===== src/rtl/regfile_pkg.sv =====
// Shared constants, types and the write-port priority match used by the
// register file top level (write merge and same-cycle bypass).
package regfile_pkg;

    localparam int unsigned DEF_DATA_W = 16;
    localparam int unsigned DEF_ADDR_W = 3;

    // The match function works on fixed-size widened vectors so that any
    // instance with NWR <= MAX_WR and ADDR_W <= MAX_ADDR_W can share it.
    localparam int unsigned MAX_WR     = 8;
    localparam int unsigned MAX_ADDR_W = 8;
    localparam int unsigned PORT_IDX_W = $clog2(MAX_WR);

    typedef logic [MAX_ADDR_W-1:0]             addr_t;
    typedef logic [MAX_WR-1:0][MAX_ADDR_W-1:0] wr_addr_vec_t;

    typedef struct packed {
        logic                  hit;
        logic [PORT_IDX_W-1:0] port;
    } wr_match_t;

    // Highest-index enabled write port whose address equals addr.
    // Ascending scan: a later (higher) match overwrites an earlier one.
    function automatic wr_match_t wr_prio_match(
        input logic [MAX_WR-1:0] en,
        input wr_addr_vec_t      addrs,
        input addr_t             addr
    );
        wr_match_t m;
        m = '0;
        for (int unsigned i = 0; i < MAX_WR; i++) begin
            if (en[i] && (addrs[i] == addr)) begin
                m.hit  = 1'b1;
                m.port = PORT_IDX_W'(i);
            end
        end
        return m;
    endfunction

endpackage


===== src/rtl/regfile_scoreboard.sv =====
// Per-register busy scoreboard and write-collision detector.
//   clk, rst_n      : clock, async active-low reset
//   wr_en/wr_addr   : writeback ports (packed addresses), clear busy bits
//   rsv_en/rsv_addr : issue-time reservation, sets a busy bit
//   busy_vec        : registered busy state, one bit per register
//   wr_collide      : registered pulse, two or more enabled writes share an address
module regfile_scoreboard #(
    parameter int unsigned ADDR_W   = 3,
    parameter int unsigned NWR      = 2,
    parameter int unsigned ZERO_REG = 1
) (
    input  logic                    clk,
    input  logic                    rst_n,
    input  logic [NWR-1:0]          wr_en,
    input  logic [NWR*ADDR_W-1:0]   wr_addr,
    input  logic                    rsv_en,
    input  logic [ADDR_W-1:0]       rsv_addr,
    output logic [(2**ADDR_W)-1:0]  busy_vec,
    output logic                    wr_collide
);

    localparam int unsigned NREGS = 2**ADDR_W;

    logic [NREGS-1:0] busy_nxt;
    logic             collide;

    // Reservation wins over a same-cycle retire: the new producer owns the register.
    always_comb begin
        busy_nxt = busy_vec;
        for (int unsigned r = 0; r < NREGS; r++) begin
            if (rsv_en && (rsv_addr == ADDR_W'(r))) begin
                busy_nxt[r] = 1'b1;
            end else begin
                for (int unsigned i = 0; i < NWR; i++) begin
                    if (wr_en[i] && (wr_addr[i*ADDR_W +: ADDR_W] == ADDR_W'(r))) begin
                        busy_nxt[r] = 1'b0;
                    end
                end
            end
        end
        if (ZERO_REG != 0) begin
            busy_nxt[0] = 1'b0;
        end
    end

    // Pairwise address compare; writes to a hardwired zero register are dropped
    // anyway, so they never count as a collision.
    always_comb begin
        collide = 1'b0;
        for (int unsigned i = 0; i < NWR; i++) begin
            for (int unsigned j = i + 1; j < NWR; j++) begin
                if (wr_en[i] && wr_en[j] &&
                    (wr_addr[i*ADDR_W +: ADDR_W] == wr_addr[j*ADDR_W +: ADDR_W]) &&
                    !((ZERO_REG != 0) && (wr_addr[i*ADDR_W +: ADDR_W] == '0))) begin
                    collide = 1'b1;
                end
            end
        end
    end

    always_ff @(posedge clk or negedge rst_n) begin
        if (!rst_n) begin
            busy_vec   <= '0;
            wr_collide <= 1'b0;
        end else begin
            busy_vec   <= busy_nxt;
            wr_collide <= collide;
        end
    end

endmodule


===== src/rtl/regfile_bypass_sb.sv =====
// Multi-port register file with hardwired-zero register, same-cycle
// write-to-read bypass, async clear and busy scoreboard.
//   clk, rst_n            : clock, async active-low reset
//   rd_addr               : packed read addresses, port i at [i*ADDR_W +: ADDR_W]
//   rd_data, rd_busy      : combinational read data / busy per read port
//   wr_en/wr_addr/wr_data : packed write ports, higher index wins on collision
//   rsv_en, rsv_addr      : reserve a destination register at issue
//   busy_vec              : registered scoreboard state
//   wr_collide            : registered write-collision pulse
module regfile_bypass_sb
    import regfile_pkg::*;
#(
    parameter int unsigned DATA_W   = DEF_DATA_W,
    parameter int unsigned ADDR_W   = DEF_ADDR_W,
    parameter int unsigned NRD      = 2,
    parameter int unsigned NWR      = 2,
    parameter int unsigned ZERO_REG = 1,
    parameter int unsigned BYPASS   = 1
) (
    input  logic                    clk,
    input  logic                    rst_n,
    input  logic [NRD*ADDR_W-1:0]   rd_addr,
    output logic [NRD*DATA_W-1:0]   rd_data,
    output logic [NRD-1:0]          rd_busy,
    input  logic [NWR-1:0]          wr_en,
    input  logic [NWR*ADDR_W-1:0]   wr_addr,
    input  logic [NWR*DATA_W-1:0]   wr_data,
    input  logic                    rsv_en,
    input  logic [ADDR_W-1:0]       rsv_addr,
    output logic [(2**ADDR_W)-1:0]  busy_vec,
    output logic                    wr_collide
);

    localparam int unsigned NREGS = 2**ADDR_W;

    logic [DATA_W-1:0]     mem     [NREGS];
    logic [MAX_WR-1:0]     wen_x;
    wr_addr_vec_t          waddr_x;
    logic [DATA_W-1:0]     wdat    [MAX_WR];
    logic                  wr_hit  [NREGS];
    logic [PORT_IDX_W-1:0] wr_port [NREGS];
    wr_match_t             wm;
    wr_match_t             bm;
    logic [ADDR_W-1:0]     ra;

    // Widen write ports to the package match width; enables are masked during
    // reset so nothing is written or forwarded while rst_n is low.
    always_comb begin
        wen_x   = '0;
        waddr_x = '0;
        for (int unsigned i = 0; i < MAX_WR; i++) begin
            wdat[i] = '0;
        end
        for (int unsigned i = 0; i < NWR; i++) begin
            wen_x[i]   = wr_en[i] & rst_n;
            waddr_x[i] = MAX_ADDR_W'(wr_addr[i*ADDR_W +: ADDR_W]);
            wdat[i]    = wr_data[i*DATA_W +: DATA_W];
        end
    end

    // Per-register write merge: winning port for each register.
    always_comb begin
        wm = '0;
        for (int unsigned r = 0; r < NREGS; r++) begin
            wm         = wr_prio_match(wen_x, waddr_x, MAX_ADDR_W'(r));
            wr_hit[r]  = wm.hit;
            wr_port[r] = wm.port;
        end
    end

    // Storage update; register 0 is never written when hardwired to zero.
    always_ff @(posedge clk or negedge rst_n) begin
        if (!rst_n) begin
            for (int unsigned r = 0; r < NREGS; r++) begin
                mem[r] <= '0;
            end
        end else begin
            for (int unsigned r = 0; r < NREGS; r++) begin
                if (wr_hit[r] && !((ZERO_REG != 0) && (r == 0))) begin
                    mem[r] <= wdat[wr_port[r]];
                end
            end
        end
    end

    // Read muxing: zero register, then bypass, then stored value with busy.
    always_comb begin
        rd_data = '0;
        rd_busy = '0;
        ra      = '0;
        bm      = '0;
        for (int unsigned p = 0; p < NRD; p++) begin
            ra = rd_addr[p*ADDR_W +: ADDR_W];
            bm = '0;
            if (BYPASS != 0) begin
                bm = wr_prio_match(wen_x, waddr_x, MAX_ADDR_W'(ra));
            end
            if ((ZERO_REG != 0) && (ra == '0)) begin
                rd_data[p*DATA_W +: DATA_W] = '0;
                rd_busy[p]                  = 1'b0;
            end else if (bm.hit) begin
                rd_data[p*DATA_W +: DATA_W] = wdat[bm.port];
                rd_busy[p]                  = 1'b0;
            end else begin
                rd_data[p*DATA_W +: DATA_W] = mem[ra];
                rd_busy[p]                  = busy_vec[ra];
            end
        end
    end

    regfile_scoreboard #(
        .ADDR_W   (ADDR_W),
        .NWR      (NWR),
        .ZERO_REG (ZERO_REG)
    ) u_sb (
        .clk        (clk),
        .rst_n      (rst_n),
        .wr_en      (wr_en),
        .wr_addr    (wr_addr),
        .rsv_en     (rsv_en),
        .rsv_addr   (rsv_addr),
        .busy_vec   (busy_vec),
        .wr_collide (wr_collide)
    );

endmodule


===== config.mk =====
export PLATFORM = sky130hd
export DESIGN_NAME = regfile_bypass_sb
export DESIGN_NICKNAME = d
export VERILOG_FILES = /design/src/rtl/regfile_pkg.sv /design/src/rtl/regfile_scoreboard.sv /design/src/rtl/regfile_bypass_sb.sv
export SDC_FILE = /design/constraint.sdc
export NUM_CORES = 1
export LEC_CHECK = 0
export ABC_CLOCK_PERIOD_IN_PS = 4860
export CORE_MARGIN = 2
export CORE_UTILIZATION = 62
export CTS_CLUSTER_SIZE = 14
export DETAILED_ROUTE_END_ITERATION = 12
export PLACE_DENSITY = 0.87
export SYNTH_ARGS = -nofsm -noshare
export SYNTH_HDL_FRONTEND = slang
export SYNTH_HIERARCHICAL = 1
export SYNTH_SLANG_ARGS = --single-unit

===== constraint.sdc =====
create_clock -name clk -period 4.86 [get_ports clk]
set_input_delay 0.972 -clock clk [delete_from_list [all_inputs] [get_ports clk]]
set_output_delay 0.972 -clock clk [all_outputs]
set_load 0.005 [all_outputs]

==> flow_metrics.tcl <==
set metrics [dict create \
    status "completed" \
    hold_viol 0 \
    period_share_pct 96.1 \
    vias 7619 \
    worstSetupStartpointType "primary input" \
    drive_gt1_share_pct 17.5 \
    max_slew_margin_pct 37.0 \
    setup_tns_ns 0 \
    cp_max_fo 13 \
    rr_endpoint "mem[77]$_DFFE_PN0P_" \
    htree_levels 4 \
    grt_max_degree 73 \
    insertedDiodeCount 0 \
    ant_nets 0 \
    start_util_pct 64.2 \
    power_leakage_nw 3.92 \
    die_h_um 122 \
    cpMostUsedCell "clkdlybuf4s50_1" \
    fin_skew_ns 0 \
    routed.top_layer "met4" \
    wl_um 26500 \
    multi_input_area_um2 5110 \
    grt_overflow 0 \
    die_x_um 122 \
    syn2layout_area_growth_pct 18.1 \
    hold_buffers 0 \
    path_buf_inv 3 \
    path_clk_slew_ns 0.06 \
    p_total_mw 3.67 \
    synth_edf_count 0 \
    hold_class "primary input to async pin" \
    arrival_ns 3.70 \
    final_common_cell "mux2i_1" \
    synth_area_um2 8570 \
    fmax_mhz 214 \
    grt_pass1_vias 7611 \
    setup_viol 0 \
    cp.required_ns 3.89 \
    critPathCaptureType "output pin" \
    wl_met3_um 2800 \
    p_per_area_nw_per_um2 363 \
    drt_iter0_drc 861 \
    n_fill_cell 949 \
    ys_warn_count 38 \
    path_class "primary input to output pin" \
    ys_seq_area_share_pct 35.1 \
    clk_path_buf_depth 2 \
    grt_setup_unrepaired "false" \
    synth_cell_types 55 \
    crit_chain "clkdlybuf4s50_1 > xor2_1 > or4_4 > buf_4 > mux2i_1 > o32ai_1 > clkdlybuf4s50_1" \
    antenna_found_initial 0 \
    ir_worst_vdd_mv 0.291 \
    drcViolationCount 0 \
    final_cell_mix "147 x mux2i_1, 120 x dfrtp_1, 108 x nand2_1, 93 x o21ai_0, 87 x clkdlybuf4s50_1" \
    post_synth.cell_area_avg_um2 9.81 \
    cts_sinks 120 \
    netlist_instances 873 \
    syn-num-nets 925 \
    grt.total_usage_pct 37.5 \
    wl_met2_um 12500 \
    fp.dieArea_um2 14800 \
    ys.flop_type "dfrtp_1" \
    worst_pin_slew_ns 0.944 \
    first_pass_iters 7 \
    io_buffers 93 \
    grt_pass1_wl_um 41500 \
    viasPerCell 6.86 \
    async_flop_share_pct 100 \
    crit_family "buffers and inverters" \
    cp_slowest_stage_delay_ns 0.66 \
    cts_tree "yes" \
    post_cts_buffers 0 \
    critical-path-slowest-cell "or4_4" \
    seq_area_um2 3000 \
    r2r-start "mem[77]$_DFFE_PN0P_" \
    max-cap-violations 0 \
    numCtsBuffers 17 \
    r2r_slack_ns 4.01 \
    cts_root_buf "clkbuf_16" \
    rows 42 \
    synth-seq-cells 120 \
    finalMaxSlewViolations 0 \
    routabilityCongestion 0.886 \
    met1_length_um 9990 \
    period_needed_ns 4.67 \
    layout.nets 978 \
    hpwl_um 16200 \
    core_um2 13300 \
    wire_per_inst_um 23.9 \
    clock_latency_ns 0.42 \
    r2r_cells 2 \
    pin_count 95 \
]
[state kept, by name, indices dropped and copies added (netlist names)]
signal	flops
u_sb/wr_collide	1
mem	112
u_sb/busy_vec	7
[metal layers]
| layer | GRT usage, % | up-vias |
|---|---|---|
| li1 | - | 3318 |
| met1 | 49.1 | 3678 |
| met5 | 0 | - |
| met2 | 57.7 | 515 |
| met3 | 9.13 | 108 |
| met4 | 20.9 | 0 |
[what timing repair did]
item,CTS,global route
gates resized for setup,0,1
endpoints found under the setup margin,0,3
hold endpoints to repair,0,0
[worst max-delay path by stage]
stage                     depth (start not counted)  startpoint     endpoint  slack [ns]
after floorplan                                   7  wr_addr[5]  rd_data[19]        1.49
after global placement                            6  rd_addr[5]  rd_data[31]        0.25
after detailed placement                          6  rd_addr[5]  rd_data[25]        0.17
after CTS                                         6  rd_addr[5]  rd_data[25]        0.15
after global routing                              7  rd_addr[5]  rd_data[25]        0.15
final                                             7  rd_addr[5]  rd_data[25]        0.19
[Yosys cell counts, drive strengths merged (2+ instances only)]
cell     count  share of area [%]
nand4b       4               0.41
or3          4               0.29
buf         50                3.3
nor4b        2               0.28
o22ai        2               0.15
xor2        13                1.3
clkbuf      53                2.3
nand3        6               0.41
nor2b       19                1.4
nand2      108                4.7
mux2i      147                 17
o32ai       16                1.7
nor4         3               0.29
mux4        35                9.2
nand2b       7               0.51
nor2        39                1.8
o21ai      101                5.9
a221oi      15                1.5
mux2        32                4.2
dfrtp      120                 35
o311ai       3               0.31
nor3         9               0.91
nand4bb      2               0.26
or4          2               0.22
a21oi       32                1.9
a22oi       15                1.3
o2bb2ai     16                1.6
inv          4               0.18
[stage by stage]
stage                     utilization (%)  std cells  hold slack (ns)  instance area (um2)  setup slack, ns
after detailed placement             71.9       1083            0.564                 9590            0.170
after CTS                            75.7       1111            0.374                10100            0.154
final                                75.8       1111            0.384                10100            0.192
after global placement               71.9       1083            0.560                 9590            0.250
after floorplan                         -        873            0.522                 8570             1.49
after global routing                 75.8       1111            0.376                10100            0.151
[cell type report]
cell class,count,share of cell area (%)
clock inverter,5,0.495
tap,176,2.18
clock buffer,23,4.63
timing repair buffer,137,12.3
inverter,4,0.148
multi-input combinational,646,50.6
sequential,120,29.7
[power by group]
group | internal, mW | switching, mW | total (mW)
Clock | 0.713 | 0.434 | 1.15
Sequential | 1.25 | 0.203 | 1.45
Combinational | 0.599 | 0.477 | 1.08
[kinds of logic after synthesis]
logic type | after synthesis | share of synthesized area [%]
mux | 214 | 30.6
compound gates | 209 | 15.4
simple gates | 208 | 11.7
flops | 120 | 35.1
buf+inv | 107 | 5.78
xor+xnor | 14 | 1.43
other cells | 1 | 0.0438
(Power assumes the default switching activity.)
